[src/rtl/mem_arbiter.sv]
// Byte-serialising arbiter sharing one synchronous RAM port between IF (4-byte reads) and LS (1/2/4-byte loads/stores).
// Optional build macro MEM_ARB_IO_STALL_EN adds in_io_buffer_full, which stalls store bytes aimed at 0x30000-0x3FFFF.
module mem_arbiter #(
    parameter int ADDR_WIDTH = 32,
    parameter int DATA_WIDTH = 32
) (
    input  logic                  clk,
    input  logic                  rst,
    input  logic                  ena,
    input  logic                  in_rollback,
    input  logic                  in_if_ena,
    input  logic [ADDR_WIDTH-1:0] in_if_addr,
    output logic                  out_if_ready,
    output logic [DATA_WIDTH-1:0] out_if_data,
    input  logic                  in_ls_ena,
    input  logic                  in_ls_iswrite,
    input  logic [ADDR_WIDTH-1:0] in_ls_addr,
    input  logic [DATA_WIDTH-1:0] in_ls_write_data,
    input  logic [2:0]            in_ls_size,
    output logic                  out_ls_ready,
    output logic [DATA_WIDTH-1:0] out_ls_read_data,
`ifdef MEM_ARB_IO_STALL_EN
    input  logic                  in_io_buffer_full,
`endif
    input  logic [7:0]            in_ram_data,
    output logic [ADDR_WIDTH-1:0] out_ram_addr,
    output logic [7:0]            out_ram_data,
    output logic                  out_ram_wr
);

    typedef enum logic [1:0] {S_IDLE, S_XFER, S_DRAIN} state_t;

    state_t                state_q;
    logic                  if_pend_q, ls_pend_q;
    logic [ADDR_WIDTH-1:0] if_addr_q, ls_addr_q;
    logic [DATA_WIDTH-1:0] ls_wdata_q;
    logic                  ls_write_q;
    logic [1:0]            ls_nm1_q;

    logic                  sel_ls_q, write_q, hold_q;
    logic [ADDR_WIDTH-1:0] base_q;
    logic [DATA_WIDTH-1:0] wdata_q, rdata_q;
    logic [1:0]            nm1_q, idx_q;

    logic [ADDR_WIDTH-1:0] ram_addr_q;
    logic [7:0]            ram_data_q;
    logic                  ram_wr_q;
    logic                  if_ready_q, ls_ready_q;
    logic [DATA_WIDTH-1:0] if_data_q, ls_data_q;

    logic [1:0]            nxt_idx_d, cap_lane_d;
    logic [ADDR_WIDTH-1:0] pres_addr_d;
    logic                  pres_write_d, stall_d, if_busy_d, ls_busy_d, last_d;
    logic [DATA_WIDTH-1:0] src_wdata_d, rdata_fin_d;
    logic [7:0]            wbyte_d;

    function automatic logic [1:0] size_nm1(input logic [2:0] sz);
        case (sz)
            3'd1:    return 2'd0;
            3'd2:    return 2'd1;
            default: return 2'd3;
        endcase
    endfunction

    // Next byte to put on the RAM port: byte 0 of the winner when idle, else the following byte of the transfer.
    always_comb begin
        if_busy_d  = (state_q != S_IDLE) && !sel_ls_q;
        ls_busy_d  = (state_q != S_IDLE) && sel_ls_q;
        last_d     = (idx_q == nm1_q);
        cap_lane_d = idx_q - 2'd1;
        if (state_q == S_IDLE) begin
            nxt_idx_d    = 2'd0;
            pres_addr_d  = ls_pend_q ? ls_addr_q : if_addr_q;
            pres_write_d = ls_pend_q && ls_write_q;
            src_wdata_d  = ls_wdata_q;
        end else begin
            nxt_idx_d    = hold_q ? idx_q : idx_q + 2'd1;
            pres_addr_d  = base_q + ADDR_WIDTH'(nxt_idx_d);
            pres_write_d = write_q;
            src_wdata_d  = wdata_q;
        end
        wbyte_d = 8'h00;
        for (int b = 0; b < 4; b++) begin
            if (nxt_idx_d == 2'(b)) wbyte_d = src_wdata_d[8*b +: 8];
        end
        rdata_fin_d = rdata_q;
        for (int b = 0; b < 4; b++) begin
            if (idx_q == 2'(b)) rdata_fin_d[8*b +: 8] = in_ram_data;
        end
    end

`ifdef MEM_ARB_IO_STALL_EN
    assign stall_d = in_io_buffer_full && pres_write_d &&
                     (pres_addr_d >= ADDR_WIDTH'(32'h0003_0000)) &&
                     (pres_addr_d <= ADDR_WIDTH'(32'h0003_FFFF));
`else
    assign stall_d = 1'b0;
`endif

    always_ff @(posedge clk or posedge rst) begin
        if (rst) begin
            state_q    <= S_IDLE;
            if_pend_q  <= 1'b0;
            ls_pend_q  <= 1'b0;
            if_addr_q  <= '0;
            ls_addr_q  <= '0;
            ls_wdata_q <= '0;
            ls_write_q <= 1'b0;
            ls_nm1_q   <= 2'd0;
            sel_ls_q   <= 1'b0;
            write_q    <= 1'b0;
            hold_q     <= 1'b0;
            base_q     <= '0;
            wdata_q    <= '0;
            rdata_q    <= '0;
            nm1_q      <= 2'd0;
            idx_q      <= 2'd0;
            ram_addr_q <= '0;
            ram_data_q <= 8'h00;
            ram_wr_q   <= 1'b0;
            if_ready_q <= 1'b0;
            ls_ready_q <= 1'b0;
            if_data_q  <= '0;
            ls_data_q  <= '0;
        end else if (ena) begin
            if_ready_q <= 1'b0;
            ls_ready_q <= 1'b0;
            if_data_q  <= '0;
            ls_data_q  <= '0;

            if (in_if_ena && !if_pend_q && !if_busy_d && !in_rollback) begin
                if_pend_q <= 1'b1;
                if_addr_q <= in_if_addr;
            end
            if (in_rollback) if_pend_q <= 1'b0;
            if (in_ls_ena && !ls_pend_q && !ls_busy_d) begin
                ls_pend_q  <= 1'b1;
                ls_addr_q  <= in_ls_addr;
                ls_wdata_q <= in_ls_write_data;
                ls_write_q <= in_ls_iswrite;
                ls_nm1_q   <= size_nm1(in_ls_size);
            end

            case (state_q)
                S_IDLE: begin
                    if (ls_pend_q || (if_pend_q && !in_rollback)) begin
                        sel_ls_q   <= ls_pend_q;
                        base_q     <= pres_addr_d;
                        write_q    <= pres_write_d;
                        wdata_q    <= ls_wdata_q;
                        nm1_q      <= ls_pend_q ? ls_nm1_q : 2'd3;
                        idx_q      <= 2'd0;
                        rdata_q    <= '0;
                        ram_addr_q <= pres_addr_d;
                        hold_q     <= stall_d;
                        ram_wr_q   <= pres_write_d && !stall_d;
                        ram_data_q <= (pres_write_d && !stall_d) ? wbyte_d : 8'h00;
                        state_q    <= S_XFER;
                        if (ls_pend_q) ls_pend_q <= 1'b0;
                        else           if_pend_q <= 1'b0;
                    end
                end
                S_XFER: begin
                    if (!sel_ls_q && in_rollback) begin
                        ram_wr_q   <= 1'b0;
                        ram_data_q <= 8'h00;
                        state_q    <= S_IDLE;
                    end else begin
                        // Byte idx-1 was presented last cycle, so its read data is on in_ram_data now.
                        if (!write_q && idx_q != 2'd0) begin
                            for (int b = 0; b < 4; b++) begin
                                if (cap_lane_d == 2'(b)) rdata_q[8*b +: 8] <= in_ram_data;
                            end
                        end
                        if (!hold_q && last_d) begin
                            ram_wr_q   <= 1'b0;
                            ram_data_q <= 8'h00;
                            if (write_q) begin
                                ls_ready_q <= 1'b1;
                                state_q    <= S_IDLE;
                            end else begin
                                state_q    <= S_DRAIN;
                            end
                        end else begin
                            idx_q      <= nxt_idx_d;
                            ram_addr_q <= pres_addr_d;
                            hold_q     <= stall_d;
                            ram_wr_q   <= write_q && !stall_d;
                            ram_data_q <= (write_q && !stall_d) ? wbyte_d : 8'h00;
                        end
                    end
                end
                S_DRAIN: begin
                    state_q <= S_IDLE;
                    if (sel_ls_q) begin
                        ls_ready_q <= 1'b1;
                        ls_data_q  <= rdata_fin_d;
                    end else if (!in_rollback) begin
                        if_ready_q <= 1'b1;
                        if_data_q  <= rdata_fin_d;
                    end
                end
                default: state_q <= S_IDLE;
            endcase
        end
    end

    assign out_ram_addr     = ram_addr_q;
    assign out_ram_data     = ram_data_q;
    assign out_ram_wr       = ram_wr_q;
    assign out_if_ready     = if_ready_q;
    assign out_if_data      = if_data_q;
    assign out_ls_ready     = ls_ready_q;
    assign out_ls_read_data = ls_data_q;

endmodule

[config.mk]
export PLATFORM = sky130hd
export DESIGN_NAME = mem_arbiter
export DESIGN_NICKNAME = d
export VERILOG_FILES = /design/src/rtl/mem_arbiter.sv
export SDC_FILE = /design/constraint.sdc
export NUM_CORES = 1
export LEC_CHECK = 0
export CAP_MARGIN = 30
export CORE_AREA = 2 2 201 144
export CTS_BUF_LIST = sky130_fd_sc_hd__clkbuf_8
export CTS_CLUSTER_SIZE = 14
export DETAILED_ROUTE_END_ITERATION = 16
export DIE_AREA = 0 0 203 146
export HOLD_SLACK_MARGIN = 0.1
export PLACE_DENSITY = 0.77
export SKIP_LAST_GASP = 1
export SYNTH_ARGS = -nofsm -noshare
export SYNTH_HDL_FRONTEND = slang
export SYNTH_SLANG_ARGS = --single-unit
[constraint.sdc]
create_clock -name clk -period 9.7 [get_ports clk]
set_clock_uncertainty 0.15 [all_clocks]
set_input_delay 1.455 -clock clk [delete_from_list [all_inputs] [get_ports clk]]
set_output_delay 1.455 -clock clk [all_outputs]
set_load 0.02 [all_outputs]
==> flow_summary.yaml <==
global_route:
  grt_pass1_wl_um: 53600
  grt_pass1_vias: 9957
  antenna_found_initial: 1
  overflow: 0
  grt_max_degree: 155
  track_usage_pct: 22.6
yosys:
  seq_area_frac_synth_pct: 57.4
  synth_simple_gate_area_share_pct: 10.3
  synth-edff-count: 0
  syn-mean-instance-area_sq_um: 11.2
  synth_fa_ha_area_share_pct: 1.07
  async_reset_ff_share_pct: 100
  synthCells: 1217
  synth_ff_type: "dfrtp_1"
  yosys_warnings: 0
  synth_top_family_by_area: "multiplexers"
  synth_seq_cells: 312
  syn_nets: 1342
  muxShareOfSynthArea_pct: 15.8
  synth_compound_area_share_pct: 8.83
  synthXorXnorAreaFrac_pct: 2.06
  synth_area_sq_um: 13600
  synth_cell_types: 57
pwr:
  swShare_pct: 36.6
  clock_power_share_pct: 20.7
  seqPwrFrac_pct: 41.4
  netSwitchingPower_mw: 1.86
  p_leak_nw: 7.46
  max-vdd-ir-drop_uv: 142
  internal_power_mw: 3.22
  cellPowerDensity_nw_per_um2: 297
  p_comb_share_pct: 37.9
die:
  die_w_um: 203
  row_count: 51
  die_area_sq_um: 29600
  die_y_um: 146
  ios: 221
  coreArea_sq_um: 27500
  start_util_pct: 49.5
sta:
  max_slew.worst_pin.slew_ns: 0.829
  rsz0062_at_grt: "no"
  hold_viol_final: 0
  final_max_slew_viol_count: 0
  finalSetupViolCount: 0
  fmax_ghz: 0.253
  maxSlewHeadroom_pct: 44.7
  setup_tns_ns: 0
  post-route-min-period_ns: 3.95
  period_share_pct: 40.7
  finalWorstSetupSlack_ns: 5.75
critical_path:
  crit_path_end: "out_ram_addr[28]"
  r2r-start: "idx_q[0]"
  start_kind: "flip-flop"
  cp.arrival_ns: 4.20
  critPathCaptureType: "flip-flop"
  crit_required_ns: 9.94
  critPathKind: "flip-flop to flip-flop"
  reg2reg_slack_ns: 5.75
  rr_worst_depth: 8
  crit_start: "idx_q[0]"
  r2r_end: "out_ram_addr[28]"
  worstPathMaxFanout: 15
place:
  gp_congestion: 0.830
  placedCellCount: 1746
  place_ws_ns: 5.47
  io_buffers: 220
  dpl.hpwl_um: 22300
finish:
  utilization_pct: 62.3
  drive_gt1_share_pct: 15.4
  nets: 1552
  instances_no_fill: 1829
  areaGrowthSynthToFinish_pct: 25.8
route:
  ant_nets: 0
  via_per_inst: 5.32
  wl_per_cell_um: 18.0
  drtPass1Iterations: 5
  drt_wl_total_um: 32900
  drc_errors: 0
  vias: 9739
  drtIter0Drc: 532
min_path:
  holdCritPathClass: "flip-flop to flip-flop"
  hold_start: "ls_wdata_q[26]"
clock_tree:
  hold_buffers: 0
  cts_max_path_buffers: 3
  numCtsBuffers: 48
  cts_resized: 0
  clk_pin_slew_ns: 0.06
  htree_num_levels: 2
  post_cts.repair.setup_buffers: 0
  clock_latency_ns: 0.57
  cts_tree: "done"
  clockRootBuffer: "clkbuf_8"
  cts.sinks: 312
outcome:
  status: "complete, no violations"
job:
  maxCapViolCount: 0
==> state kept, by name, summed over array words and instances (netlist names), 2 cells and up <==
signal / flops
out_if_data: 32
ls_addr_q: 32
wdata_q: 32
nm1_q: 2
ls_nm1_q: 2
out_ram_data: 8
idx_q: 2
state_q: 2
rdata_q: 32
out_ls_read_data: 32
out_ram_addr: 32
base_q: 32
if_addr_q: 32
ls_wdata_q: 32
==> worst max-delay path, cell delays in order, from the launching register on <==
cell     delay [ns]
dfrtp_1        0.87
inv_1          0.20
ha_1           0.68
fa_1           0.37
nand4_4        0.14
or4_1          0.77
nor3_1         0.32
xnor2_1        0.16
o22ai_1        0.10
==> cells in the final DEF (no fill, tap or decap), drive strengths merged, types with 4 or more instances in the layout <==
| cell type | instances |
|---|---|
| dfrtp | 312 |
| clkdlybuf4s50 | 219 |
| nand2 | 215 |
| mux2 | 120 |
| inv | 97 |
| o21ai | 88 |
| o22ai | 74 |
| mux2i | 62 |
| clkbuf | 62 |
| nor2 | 26 |
| xnor2 | 23 |
| buf | 17 |
| a21oi | 13 |
| nand3 | 13 |
| nor2b | 10 |
| nor3 | 10 |
| ha | 10 |
| xor2 | 9 |
| mux4 | 8 |
| nand4 | 7 |
| nor4 | 7 |
| o211ai | 6 |
| nand3b | 6 |
| nand2b | 4 |
==> logic make-up after synthesis <==
logic type | count (synthesis)
simple gates | 312
xor+xnor | 32
fa+ha+maj | 11
flops | 312
compound gates | 203
buf+inv | 157
mux | 190
==> synth_stat cells (3+ instances only) <==
cell	number	area (sq um)
nor2_1	26	97.6
a21oi_1	13	65.1
xor2_1	9	78.8
nand2b_1	4	25.0
o211ai_1	6	45.0
mux2_2	120	1350
a21boi_0	3	22.5
ha_1	10	125
o22ai_1	74	463
xnor2_1	23	201
nor4_1	4	25.0
clkbuf_1	51	191
o21ai_0	87	435
nor3b_1	3	22.5
buf_2	10	50.1
dfrtp_1	312	7810
nor2b_1	10	62.6
nand3_1	12	60.1
buf_1	12	45.0
and3_1	3	18.8
mux2i_1	62	621
mux4_2	8	180
o41ai_1	3	26.3
nand2_1	215	807
nand3b_1	6	45.0
nand4_1	5	31.3
nor3_1	10	50.1
inv_1	81	304
==> through the flow <==
stage / total power, mW / hold slack [ns] / cell area (sq um)
finish: 5.08 / 0.315 / 17100
global route: 5.44 / 0.342 / 17100
CTS: 5.13 / 0.318 / 17100
detailed placement: 4.05 / 0.305 / 16100
global placement: 3.96 / 0.296 / 16100
floorplan: 3.41 / 0.283 / 13600
==> layer usage <==
metal  track usage, %  share of wire, %  vias to the layer above
li1                 -                 -                     4599
met1             33.3                47                     4783
met2             33.8                44                      308
met3             4.88               6.4                       49
met4             6.75               1.8                        0
met5                0                 0                        -
==> worst min-delay path by stage <==
stage                        to  slack, ns  depth (start not counted)
floorplan           wdata_q[10]       0.28                          2
global placement    wdata_q[29]       0.30                          2
detailed placement  wdata_q[12]       0.31                          2
CTS                 wdata_q[31]       0.32                          2
global route        wdata_q[31]       0.34                          2
finish              wdata_q[26]       0.32                          2
==> layout make-up <==
| class | instances | area (sq um) |
|---|---|---|
| Fill cell | 2190 | 10400 |
| Sequential cell | 312 | 7810 |
| Multi-Input combinational cell | 748 | 5210 |
| Timing Repair Buffer | 236 | 2400 |
| Clock buffer | 62 | 853 |
| Tap cell | 371 | 464 |
| Inverter | 81 | 308 |
| Clock inverter | 18 | 73.8 |
| Antenna cell | 1 | 2.50 |
==> power groups by stage <==
stage	clock network (mW)	registers, mW	logic (mW)
floorplan	0	2.11	1.30
global placement	0	2.10	1.86
detailed placement	0	2.12	1.93
CTS	1.09	2.10	1.94
global route	1.15	2.17	2.13
finish	1.05	2.10	1.92
Note: power is estimated with default switching activity, not from simulation.
